--- src/rtl/if_prefetch_buf_pkg.sv ---
// Shared types and constants for the instruction prefetch buffer.
package if_prefetch_buf_pkg;

  localparam int INST_ADDR_W = 32;
  localparam int INST_W      = 32;

  typedef enum logic {
    S_BOOT  = 1'b0,
    S_FETCH = 1'b1
  } state_t;

  typedef struct packed {
    logic [INST_ADDR_W-1:0] pc;
    logic [INST_W-1:0]      inst;
  } fetch_entry_t;

  // Fetch addresses are always word aligned.
  function automatic logic [INST_ADDR_W-1:0] word_align(input logic [INST_ADDR_W-1:0] addr);
    return addr & ~32'h3;
  endfunction

endpackage

--- src/rtl/if_prefetch_buf_inst_fifo.sv ---
// DEPTH x {pc, inst} FIFO with synchronous flush and an occupancy count.
// Storage is not reset; only the pointers and count are.
module if_prefetch_buf_inst_fifo
  import if_prefetch_buf_pkg::*;
#(
  parameter int DEPTH = 4
) (
  input  logic                     clk,
  input  logic                     rst,
  input  logic                     flush,
  input  logic                     push,
  input  fetch_entry_t             push_entry,
  input  logic                     pop,
  output fetch_entry_t             head,
  output logic [$clog2(DEPTH):0]   count
);

  localparam int PTR_W = $clog2(DEPTH);
  localparam int CNT_W = PTR_W + 1;

  fetch_entry_t      mem [DEPTH];
  logic [PTR_W-1:0]  wr_ptr;
  logic [PTR_W-1:0]  rd_ptr;

  // Entry storage: written on push, never reset.
  always_ff @(posedge clk) begin
    if (push) begin
      mem[wr_ptr] <= push_entry;
    end
  end

  // Pointer and occupancy bookkeeping; pointers wrap naturally at DEPTH.
  always_ff @(posedge clk) begin
    if (rst || flush) begin
      wr_ptr <= '0;
      rd_ptr <= '0;
      count  <= '0;
    end else begin
      if (push) wr_ptr <= wr_ptr + PTR_W'(1);
      if (pop)  rd_ptr <= rd_ptr + PTR_W'(1);
      case ({push, pop})
        2'b10:   count <= count + CNT_W'(1);
        2'b01:   count <= count - CNT_W'(1);
        default: count <= count;
      endcase
    end
  end

  assign head = mem[rd_ptr];

endmodule

--- src/rtl/if_prefetch_buf.sv ---
// Instruction prefetch stage: sequential fetch from a combinational ROM into a
// small FIFO, valid/ready hand-off to decode, redirect flushes the buffer.
// Optional build macro IF_PERF_CNT_EN adds the stall_cnt_o performance counter.
module if_prefetch_buf
  import if_prefetch_buf_pkg::*;
#(
  parameter int          DEPTH    = 4,
  parameter logic [31:0] RESET_PC = 32'h0
) (
  input  logic                     clk,
  input  logic                     rst,
  output logic                     rom_ce_o,
  output logic [31:0]              rom_addr_o,
  input  logic [31:0]              rom_data_i,
  input  logic                     redirect_i,
  input  logic [31:0]              redirect_pc_i,
  output logic                     id_valid_o,
  input  logic                     id_ready_i,
  output logic [31:0]              id_inst_o,
  output logic [31:0]              id_pc_o,
`ifdef IF_PERF_CNT_EN
  output logic [31:0]              stall_cnt_o,
`endif
  output logic [$clog2(DEPTH):0]   count_o
);

  localparam int                CNT_W    = $clog2(DEPTH) + 1;
  localparam logic [CNT_W-1:0]  FULL_CNT = CNT_W'(DEPTH);

  state_t            state;
  state_t            state_nxt;
  logic [31:0]       fetch_pc_p0;
  logic              ce_p0;
  fetch_entry_t      head_p1;
  logic [CNT_W-1:0]  count_p1;
  logic              vld_p1;
  logic              pop_p1;

  // FSM state register.
  always_ff @(posedge clk) begin
    if (rst) state <= S_BOOT;
    else     state <= state_nxt;
  end

  // FSM next state: one boot cycle, then fetch until the next reset.
  always_comb begin
    state_nxt = state;
    case (state)
      S_BOOT:  state_nxt = S_FETCH;
      S_FETCH: state_nxt = S_FETCH;
    endcase
  end

  // Stage p0: fetch gating; redirect suppresses both push and hand-off.
  always_comb begin
    ce_p0  = 1'b0;
    vld_p1 = 1'b0;
    pop_p1 = 1'b0;
    if (!rst && !redirect_i) begin
      ce_p0  = (state == S_FETCH) && (count_p1 < FULL_CNT);
      vld_p1 = (count_p1 != '0);
      pop_p1 = vld_p1 && id_ready_i;
    end
  end

  // Fetch address: reset, redirect, then sequential advance on each read.
  always_ff @(posedge clk) begin
    if (rst)             fetch_pc_p0 <= RESET_PC;
    else if (redirect_i) fetch_pc_p0 <= word_align(redirect_pc_i);
    else if (ce_p0)      fetch_pc_p0 <= fetch_pc_p0 + 32'd4;
  end

  // Stage p0 -> p1 boundary: the ROM word is captured with its pc.
  if_prefetch_buf_inst_fifo #(
    .DEPTH (DEPTH)
  ) u_inst_fifo (
    .clk        (clk),
    .rst        (rst),
    .flush      (redirect_i),
    .push       (ce_p0),
    .push_entry ('{pc: fetch_pc_p0, inst: rom_data_i}),
    .pop        (pop_p1),
    .head       (head_p1),
    .count      (count_p1)
  );

  // Output drive: everything reads zero while reset is held.
  always_comb begin
    rom_ce_o   = ce_p0;
    id_valid_o = vld_p1;
    rom_addr_o = 32'h0;
    id_inst_o  = 32'h0;
    id_pc_o    = 32'h0;
    count_o    = '0;
    if (!rst) begin
      rom_addr_o = fetch_pc_p0;
      id_inst_o  = head_p1.inst;
      id_pc_o    = head_p1.pc;
      count_o    = count_p1;
    end
  end

`ifdef IF_PERF_CNT_EN
  // Saturating count of cycles where decode is ready but nothing is offered.
  always_ff @(posedge clk) begin
    if (rst) begin
      stall_cnt_o <= 32'h0;
    end else if ((state == S_FETCH) && id_ready_i && !vld_p1 &&
                 (stall_cnt_o != 32'hFFFF_FFFF)) begin
      stall_cnt_o <= stall_cnt_o + 32'd1;
    end
  end
`endif

endmodule

--- config.mk ---
export PLATFORM = sky130hd
export DESIGN_NAME = if_prefetch_buf
export DESIGN_NICKNAME = d
export VERILOG_FILES = /design/src/rtl/if_prefetch_buf_pkg.sv /design/src/rtl/if_prefetch_buf_inst_fifo.sv /design/src/rtl/if_prefetch_buf.sv
export SDC_FILE = /design/constraint.sdc
export NUM_CORES = 1
export LEC_CHECK = 0
export BUFFER_PORTS_ARGS = -buffer_cell sky130_fd_sc_hd__buf_2
export CAP_MARGIN = 40
export CORE_MARGIN = 2
export CORE_UTILIZATION = 60
export CTS_BUF_LIST = sky130_fd_sc_hd__clkbuf_4
export CTS_CLUSTER_DIAMETER = 80
export DETAILED_ROUTE_END_ITERATION = 10
export GPL_TIMING_DRIVEN = 0
export PLACE_DENSITY = 0.85
export SLEW_MARGIN = 10
export SYNTH_ARGS = -nofsm -noshare
export SYNTH_HDL_FRONTEND = slang
export SYNTH_HIERARCHICAL = 1
export SYNTH_SLANG_ARGS = --single-unit
--- constraint.sdc ---
create_clock -name clk -period 4.57 [get_ports clk]
set_input_delay 0.6855 -clock clk [delete_from_list [all_inputs] [get_ports clk]]
set_output_delay 0.6855 -clock clk [all_outputs]
set_load 0.01 [all_outputs]
Yosys cells after proc, flatten, opt, wreduce, memory -nomap -nowiden
Memories as Yosys holds them, arrays and structs flattened. A register that Yosys moved wholly into a read port is not among the register bits.
Cells that the tools add are included.
{ "word_totals": {"reg_bits": 40, "ramBits": 256, "inputBits": 68, "out_inout_bits": 101, "wordCells": 40, "mem_count": 1} }
{ "classes": {"addsub": 5, "n_lt_le_gt_ge": 1, "eq_ne": 2, "mux": 15, "n_reduce_logical": 10} }
{ "memory_table": {"columns": ["memory", "words", "word_bits", "rd", "rd_ports_with_merged_regs", "wr", "line", "text"], "rows": [
  ["u_inst_fifo.mem", 4, 64, 1, 1, 1, "if_prefetch_buf_inst_fifo.sv:21", "fetch_entry_t mem [DEPTH];"]
]} }
{ "op_table": {"columns": ["cell", "n"], "rows": [
  ["32-bit two-way mux", 5],
  ["32-bit by 3-bit adder with 32-bit output (second input constant)", 1],
  ["1-bit two-way mux", 6],
  ["3-bit case mux with 2 select lines", 1],
  ["2-bit by 1-bit adder with 2-bit output (second input constant)", 2],
  ["2-bit two-way mux", 2],
  ["2-bit nonzero test", 2],
  ["3-bit by 1-bit adder with 3-bit output (second input constant)", 1],
  ["1-bit logical AND", 3],
  ["3-bit < comparator (second input constant)", 1],
  ["3-bit two-way mux", 1],
  ["3-bit nonzero test", 1],
  ["3-bit by 1-bit subtractor with 3-bit output (second input constant)", 1],
  ["2-bit by 1-bit == test with 1-bit output (second input constant)", 1],
  ["2-bit == test (second input constant)", 1],
  ["1-bit zero test", 2],
  ["2-bit OR reduction", 1],
  ["1-bit logical OR", 1]
]} }

Depth between registers and ports, before layout
Gate-level depths: netlist (run 1).
{ "depth": {"depth_word": 5, "mapped_depth": 11, "ltp_nobuf": 9} }

Hierarchy
Netlist (run 1), hierarchy kept.
{ "modules_own_cells": {"columns": ["module", "n_inst", "cells_per_inst", "area_per_inst_um2", "seq_area_each_um2"], "rows": [
  ["if_prefetch_buf_inst_fifo", 1, 380, 9739.3, 7867.5],
  ["if_prefetch_buf", 1, 343, 2586.2, 620.6]
]} }

Least setup slack after synthesis (run 1)
OpenSTA, ideal clock, no wires.
{ "synth_path": {"kind": "input to register", "from": "in rst", "to": "mem u_inst_fifo/mem[0][0] (netlist name), enable pin", "setup_ns": 0.429, "arrival_time_ns": 3.052, "t_required_ns": 4.141, "slack_ns": 1.089, "stages": 5, "path_buffers": 2, "path_cell_list": "buf_6 -> or4b_4 -> buf_6 -> clkinv_8 -> and2_1"} }
{ "synth_between": {"elab_chain_cells": 5} }
{ "synth_rtl": {"columns": ["item", "line", "text"], "rows": [
  ["from (decl)", "if_prefetch_buf.sv:11", "input logic rst,"],
  ["1-bit zero test", null, null],
  ["1-bit logical AND", "if_prefetch_buf.sv:59", "if (!rst && !redirect_i) begin"],
  ["1-bit two-way mux", "if_prefetch_buf.sv:59", null],
  ["named net rom_ce_o", "if_prefetch_buf.sv:12", "output logic rom_ce_o,"],
  ["1-bit two-way mux", "if_prefetch_buf_inst_fifo.sv:27", "if (push) begin"],
  ["1-bit two-way mux (not written as such)", "if_prefetch_buf_inst_fifo.sv:28", "mem[wr_ptr] <= push_entry;"],
  ["to (decl)", "if_prefetch_buf_inst_fifo.sv:21", null]
]} }
The timed path passes the listed nets, and every way through them passes these cells.

Final worst setup path (run 1)
{ "layout_path": {"from": "in rst", "to": "out rom_addr_o[5]"} }
{ "layout_between": {"elab_chain_cells": 1} }
{ "layout_rtl": {"columns": ["item", "line", "text"], "rows": [
  ["32-bit two-way mux", "if_prefetch_buf.sv:95", "if (!rst) begin"],
  ["to (decl)", "if_prefetch_buf.sv:13", "output logic [31:0] rom_addr_o,"]
]} }
Every way passes these cells.

==> impl_metrics.tcl, run 1 <==
set metrics [dict create \
    p_leak_uw 0.00516 \
    cts_tree "done" \
    die_w_um 147 \
    root_buffer "clkbuf_4" \
    post_cts_buffers 0 \
    cp_data_required_time_ps 3880 \
    ys_warn_count 6 \
    place.gp.congestion 0.888 \
    drc 0 \
    async_flop_share_pct 0 \
    vias 7427 \
    drt_first_pass_iters 4 \
    dieArea_um2 21700 \
    hold_viol 0 \
    p_switching_uw 1170 \
    antenna_found_initial 2 \
    worst_slew_pin_slew_ps 741 \
    grt_pass1_wl_mm 39.8 \
    path_clk_slew_ps 60 \
    max_freq_mhz 334 \
    irDropWorstVdd_mv 0.233 \
    syn_to_final_growth_pct 18.4 \
    utilization_pct 72.4 \
    synth_top_area_share_pct 62.4 \
    clk_latency_ps 650 \
    synthTopCellsByArea "edfxtp_1 62%, mux4_2 11%, dfxtp_1 6.5%" \
    syn_inst 723 \
    rsz0062_at_grt "false" \
    slew_viol_final 0 \
    synth_area_leader_cell "edfxtp_1" \
    dr.first_iter.drc_count 464 \
    avgSynthCellArea_um2 17.0 \
    hold_class "in -> reg" \
    numCtsBuffers 74 \
    io_pins 169 \
    grt_usage_pct 24.1 \
    powerDensity_nw_per_um2 377 \
    crit_fanout 10 \
    final_area_um2 14600 \
    ctsHoldBuffers 0 \
    maxSlewHeadroom_pct 50.6 \
    seq_area_frac_synth_pct 68.9 \
    criticalPathCategory "in -> out" \
    wl_per_cell_um 19.8 \
    synthFlopType "edfxtp_1" \
    pwr-share-clk_pct 40.2 \
    critPathLaunchType "primary input" \
    endpoint_kind "primary output" \
    p_int_uw 4330 \
    arrival_ps 2310 \
    outcome "finished clean" \
    die_h_um 147 \
    grt_max_degree 50 \
    wl_mm 25.6 \
    initial_core_util_pct 61.1 \
    ant_nets 0 \
    coreArea_um2 20200 \
    fin_skew_ps 30.8 \
    switching_share_pct 21.3 \
    ys_ff_latch 296 \
    rows 52 \
    p_comb_share_pct 4.6 \
    dpl_cell_area_um2 13600 \
    overflow 0 \
    period_share_pct 65.5 \
    cts_resized 0 \
    dp_hpwl_mm 16.4 \
    period_needed_ps 3000 \
    setup_viol 0 \
    io_buffers 164 \
    drive_above_1_share_pct 36.8 \
    synthesis.area_um2 12300 \
    grt_pass1_vias 7457 \
    via_per_inst 5.73 \
    maxCapViolCount 0 \
    clockBufferDepth 3 \
    yosysUniqueCellTypes 55 \
    seqPwrFrac_pct 55.2 \
    clock-sinks 296 \
    synth_edf_count 256 \
    r2r_slack_ps 2210 \
    h-tree-depth 3 \
    final_nets 1051 \
]
-- path summary, 6_finish.rpt --
check                                           from                         endpoint  cells after the start
setup / recovery                                 rst                    rom_addr_o[5]                      6
hold reg to reg   u_inst_fifo/rd_ptr[1]$_SDFFE_PP0P_                             flop                      2
setup reg to reg         fetch_pc_p0[7]$_SDFFE_PP0P_     fetch_pc_p0[28]$_SDFFE_PP0P_                      6
hold / removal                         rom_data_i[0]  u_inst_fifo/mem[3][0]$_DFFE_PP_                      1
-- final cells by class --
type	count	area, µm²
Timing Repair Buffer	168	931
Inverter	12	57.6
Fill cell	1315	5580
Buffer	45	312
Sequential cell	296	8490
Antenna cell	2	5.00
Tap cell	270	338
Multi-Input combinational cell	379	3510
Clock inverter	10	93.8
Clock buffer	114	856
-- through the flow --
step	worst slack [ps]	instances	power [µW]	hold slack (ps)	setup TNS [ps]
CTS	1540	1294	5560	191	0
finish	1570	1296	5500	250	0
global route	1460	1295	5740	193	0
detailed placement	1230	1170	3340	514	0
floorplan	1090	732	3210	480	0
global placement	-184	1166	3330	508	-44230
-- sequential cells by signal (all words and copies together) (netlist names), named ones only --
name and count:
u_inst_fifo/count 3, u_inst_fifo/rd_ptr 2, u_inst_fifo/wr_ptr 2, u_inst_fifo/mem 256, fetch_pc_p0 30, state 1
-- cell usage in the layout, fill, tap and decap left out, types with 9 or more instances in the layout --
| cell type | netlist | layout |
|---|---|---|
| edfxtp_1 | 256 | 256 |
| buf_2 | 8 | 172 |
| clkbuf_4 | 0 | 114 |
| nor2b_1 | 96 | 96 |
| mux4_2 | 60 | 60 |
| dfxtp_1 | 40 | 40 |
| nor2_1 | 32 | 32 |
| clkbuf_1 | 23 | 23 |
| nand2_1 | 20 | 20 |
| nand3_1 | 14 | 14 |
| a311oi_1 | 14 | 14 |
| or4_1 | 13 | 13 |
| o31ai_1 | 11 | 11 |
| inv_1 | 10 | 10 |
| conb_1 | 1 | 10 |
| nand4_1 | 9 | 9 |
-- cells by family (layout without fill, tap and decap cells) --
kind of cell / count (synthesis) / after routing / share of synthesized area [%]
AOI/OAI and AO/OA: 56 / 56 / 3.56
muxes: 66 / 66 / 12.0
other: 1 / 12 / 0.0304
and+or+nand+nor: 225 / 225 / 10.7
xor gates and xnor gates: 15 / 15 / 1.07
buffers and inverters: 57 / 349 / 2.99
adders and majority gates: 7 / 7 / 0.771
DFF: 296 / 296 / 68.9
-- metal layers --
metal | GRT usage, % | vias up | share of wire [%]
li1 | - | 3402 | -
met1 | 33.6 | 3664 | 42
met2 | 36.7 | 312 | 48
met3 | 5.56 | 49 | 6.9
met4 | 11.3 | 0 | 2.6
met5 | 0 | - | 0
-- synthesized netlist by cell type, drive strengths merged, types with 10 or more instances --
library cell,number
mux4,64
nor2,32
clkbuf,24
inv,10
nand3,15
or4,13
a311oi,14
nand4,10
edfxtp,256
nand2,20
dfxtp,40
o31ai,11
nor2b,96
buf,21
-- critical path, cell delays in order --
cell and delay, ps:
buf_2 110, buf_6 120, clkbuf_1 570, clkbuf_1 530, nor2b_1 120, buf_2 170
-- power groups by stage --
stage | Sequential [µW] | Clock [µW] | Combinational (µW)
2_1_floorplan | 3070 | 0 | 140
3_3_place_gp | 3090 | 0 | 244
3_5_place_dp | 3090 | 0 | 253
4_1_cts | 3030 | 2280 | 254
5_1_grt | 3040 | 2420 | 276
6_report | 3030 | 2210 | 254
Power figures use the tool's default switching activity.
==> run 2, diff against run 1 <==
--- a/config.mk
+++ b/config.mk
@@ -5,15 +5,16 @@
 export SDC_FILE = /design/constraint.sdc
 export NUM_CORES = 1
 export LEC_CHECK = 0
+export ABC_AREA = 1
 export BUFFER_PORTS_ARGS = -buffer_cell sky130_fd_sc_hd__buf_2
 export CAP_MARGIN = 40
 export CORE_MARGIN = 2
-export CORE_UTILIZATION = 60
+export CORE_UTILIZATION = 54
 export CTS_BUF_LIST = sky130_fd_sc_hd__clkbuf_4
 export CTS_CLUSTER_DIAMETER = 80
 export DETAILED_ROUTE_END_ITERATION = 10
 export GPL_TIMING_DRIVEN = 0
-export PLACE_DENSITY = 0.85
+export PLACE_DENSITY = 0.8
 export SLEW_MARGIN = 10
 export SYNTH_ARGS = -nofsm -noshare
 export SYNTH_HDL_FRONTEND = slang
==> constraint.sdc (replaced) <==
create_clock -name clk -period 2.7 [get_ports clk]
set_input_delay 0.405 -clock clk [delete_from_list [all_inputs] [get_ports clk]]
set_output_delay 0.405 -clock clk [all_outputs]
set_load 0.01 [all_outputs]
==> run 2 against run 1 <==
  * Critical path depth grew 3
  * Area after synthesis grew 3.1%
  * Global-route usage grew 1.6 points
  * Via count grew 34%
  * Critical endpoint is now id_pc_o[0]
  * Largest power group unchanged
  * Highest routed layer unchanged
==> impl_metrics.tcl, run 2 <==
set metrics [dict create \
    max_freq_mhz 384 \
    initial_core_util_pct 54.6 \
    path_clk_slew_ps 70 \
    ys_warn_count 6 \
    synth_top_area_share_pct 60.5 \
    clockBufferDepth 3 \
    die_h_um 157 \
    clock-sinks 296 \
    synthTopCellsByArea "edfxtp_1 61%, nor2_1 9.0%, dfxtp_1 6.3%" \
    dp_hpwl_mm 19.7 \
    largestRegisters "u_inst_fifo/mem: 256 flops, fetch_pc_p0: 30 flops, u_inst_fifo/count: 3 flops" \
    syn_to_final_growth_pct 22.0 \
    regMostFlops "u_inst_fifo/mem" \
    worst_slew_pin_slew_ps 702 \
    vias 9948 \
    grt_pass1_vias 9573 \
    seqCellArea_um2 8490 \
    nFillCells 1758 \
    grt_usage_pct 25.7 \
    criticalPathCategory "reg -> out" \
    h-tree-depth 3 \
    root_buffer "clkbuf_4" \
    seqPwrFrac_pct 54.9 \
    switching_share_pct 22.7 \
    dpl_cell_area_um2 14100 \
    period_needed_ps 2600 \
    grt_max_degree 54 \
    synth_area_leader_cell "edfxtp_1" \
    hold_class "in -> reg" \
    pwr-share-clk_pct 39.4 \
    irDropWorstVdd_mv 0.281 \
    crit_fanout 10 \
    period_share_pct 96.4 \
    hold_slack_ps 41.8 \
    final_cell_mix "299 x nor2_1, 256 x edfxtp_1, 171 x buf_2, 122 x nand2_1, 119 x inv_1" \
    grt_pass1_wl_mm 48.4 \
    avgSynthCellArea_um2 10.4 \
    ant_nets 0 \
    wl_per_cell_um 16.7 \
    synthesis.area_um2 12700 \
    synthTopCellsByCount "303 x nor2_1, 256 x edfxtp_1, 123 x inv_1, 122 x nand2_1, 104 x o21ai_0" \
    final_nets 1591 \
    p_int_uw 7240 \
    seq_area_frac_synth_pct 66.8 \
    dr.first_iter.drc_count 815 \
    maxCapViolCount 0 \
    hold_viol 0 \
    synthFlopType "edfxtp_1" \
    slew_viol_final 0 \
    die_w_um 157 \
    overflow 0 \
    clk_latency_ps 680 \
    drc 0 \
    endpoint_kind "primary output" \
    p_comb_share_pct 5.7 \
    largest_register_ffs 256 \
    powerDensity_nw_per_um2 604 \
    cts_tree "done" \
    dieArea_um2 24800 \
    multi_input_area_um2 3410 \
    setup_viol 0 \
    drt_first_pass_iters 5 \
    wl_mm 31.5 \
    io_buffers 164 \
    rsz0062_at_grt "false" \
    post_cts_buffers 0 \
    antenna_found_initial 1 \
    critPathLaunchType "flop" \
    synth.most_common_cell "nor2_1" \
    coreArea_um2 23300 \
    yosysUniqueCellTypes 31 \
    numCtsBuffers 73 \
    via_per_inst 5.26 \
    maxSlewHeadroom_pct 53.2 \
    rows 56 \
    arrival_ps 2200 \
    outcome "finished clean" \
    p_leak_uw 0.00629 \
    synth_edf_count 256 \
    drive_above_1_share_pct 22.5 \
    final_common_cell "nor2_1" \
    fin_skew_ps 49.5 \
    cp_data_required_time_ps 2300 \
    syn_inst 1224 \
    io_pins 169 \
    async_flop_share_pct 0 \
    final_area_um2 15500 \
    ys_ff_latch 296 \
    place.gp.congestion 0.981 \
    p_switching_uw 2120 \
]
-- run 2: path summary, 6_finish.rpt --
kind                                       from                      endpoint  slack, ps  cells after the start
max                                        flop                    id_pc_o[0]        100                      9
min                           redirect_pc_i[17]  fetch_pc_p0[17]$_SDFFE_PP0P_         40                      3
max reg2reg         fetch_pc_p0[3]$_SDFFE_PP0P_  fetch_pc_p0[22]$_SDFFE_PP0P_        640                      8
min reg2reg  u_inst_fifo/rd_ptr[1]$_SDFFE_PP0P_                          flop        460                      1
-- run 2: cell type report --
cell class | count | share of cell area [%]
Buffer | 63 | 2.80
Inverter | 128 | 3.17
Clock buffer | 111 | 5.38
Sequential cell | 296 | 54.8
Timing Repair Buffer | 208 | 8.62
Clock inverter | 19 | 0.654
Antenna cell | 1 | 0.0162
Tap cell | 319 | 2.58
Multi-Input combinational cell | 746 | 22.0
-- run 2: what timing repair did --
item | in CTS | in global routing
endpoints found under the setup margin | 26 | 33
hold endpoints to repair | 135 | 0
pin swaps | 0 | 1
hold buffers | 39 | 0
gates resized for setup | 17 | 27
-- run 2: layer usage --
layer  part of all wire (%)  up-vias  GRT usage [%]
li1                       -     4783              -
met3                    9.2       81           5.31
met5                      0        -              0
met2                     48      519           42.9
met1                     40     4565           32.9
met4                    2.9        0           10.8
-- run 2: per-stage QoR --
stage	instances	setup WS (ps)	setup TNS (ps)	power [µW]	utilization [%]
final	1891	97.7	0	9360	66.6
after global routing	1891	4.24	0	9750	66.6
after detailed placement	1721	186	0	5720	60.6
after CTS	1890	-24.2	-38.9	9420	66.4
after floorplan	1233	141	0	5470	-
after global placement	1716	-1100	-270320	5700	60.0
-- run 2: power by group through the flow --
stage	logic [µW]	clock network, µW	registers (µW)
2_1_floorplan	270	0	5200
3_3_place_gp	460	0	5230
3_5_place_dp	479	0	5240
4_1_cts	529	3750	5140
5_1_grt	593	4010	5150
6_report	532	3690	5140
-- run 2: kinds of logic (layout without fill, tap and decap cells) --
| family | after synthesis | count (layout) | synth area share [%] |
|---|---|---|---|
| compound gates | 262 | 262 | 11.1 |
| xor+xnor | 4 | 4 | 0.276 |
| fa+ha+maj | 7 | 7 | 0.749 |
| buf+inv | 191 | 529 | 6.76 |
| flops | 296 | 296 | 66.8 |
| other cells | 1 | 11 | 0.0295 |
| simple gates | 463 | 463 | 14.3 |
-- run 2: critical path, stage by stage (launching register included) --
cell     delay (ps)
dfxtp_2         370
buf_6           160
inv_2            70
buf_12          150
buf_8           140
o21ai_1         210
o22ai_1         150
inv_1            80
nor2_1           40
buf_2           170
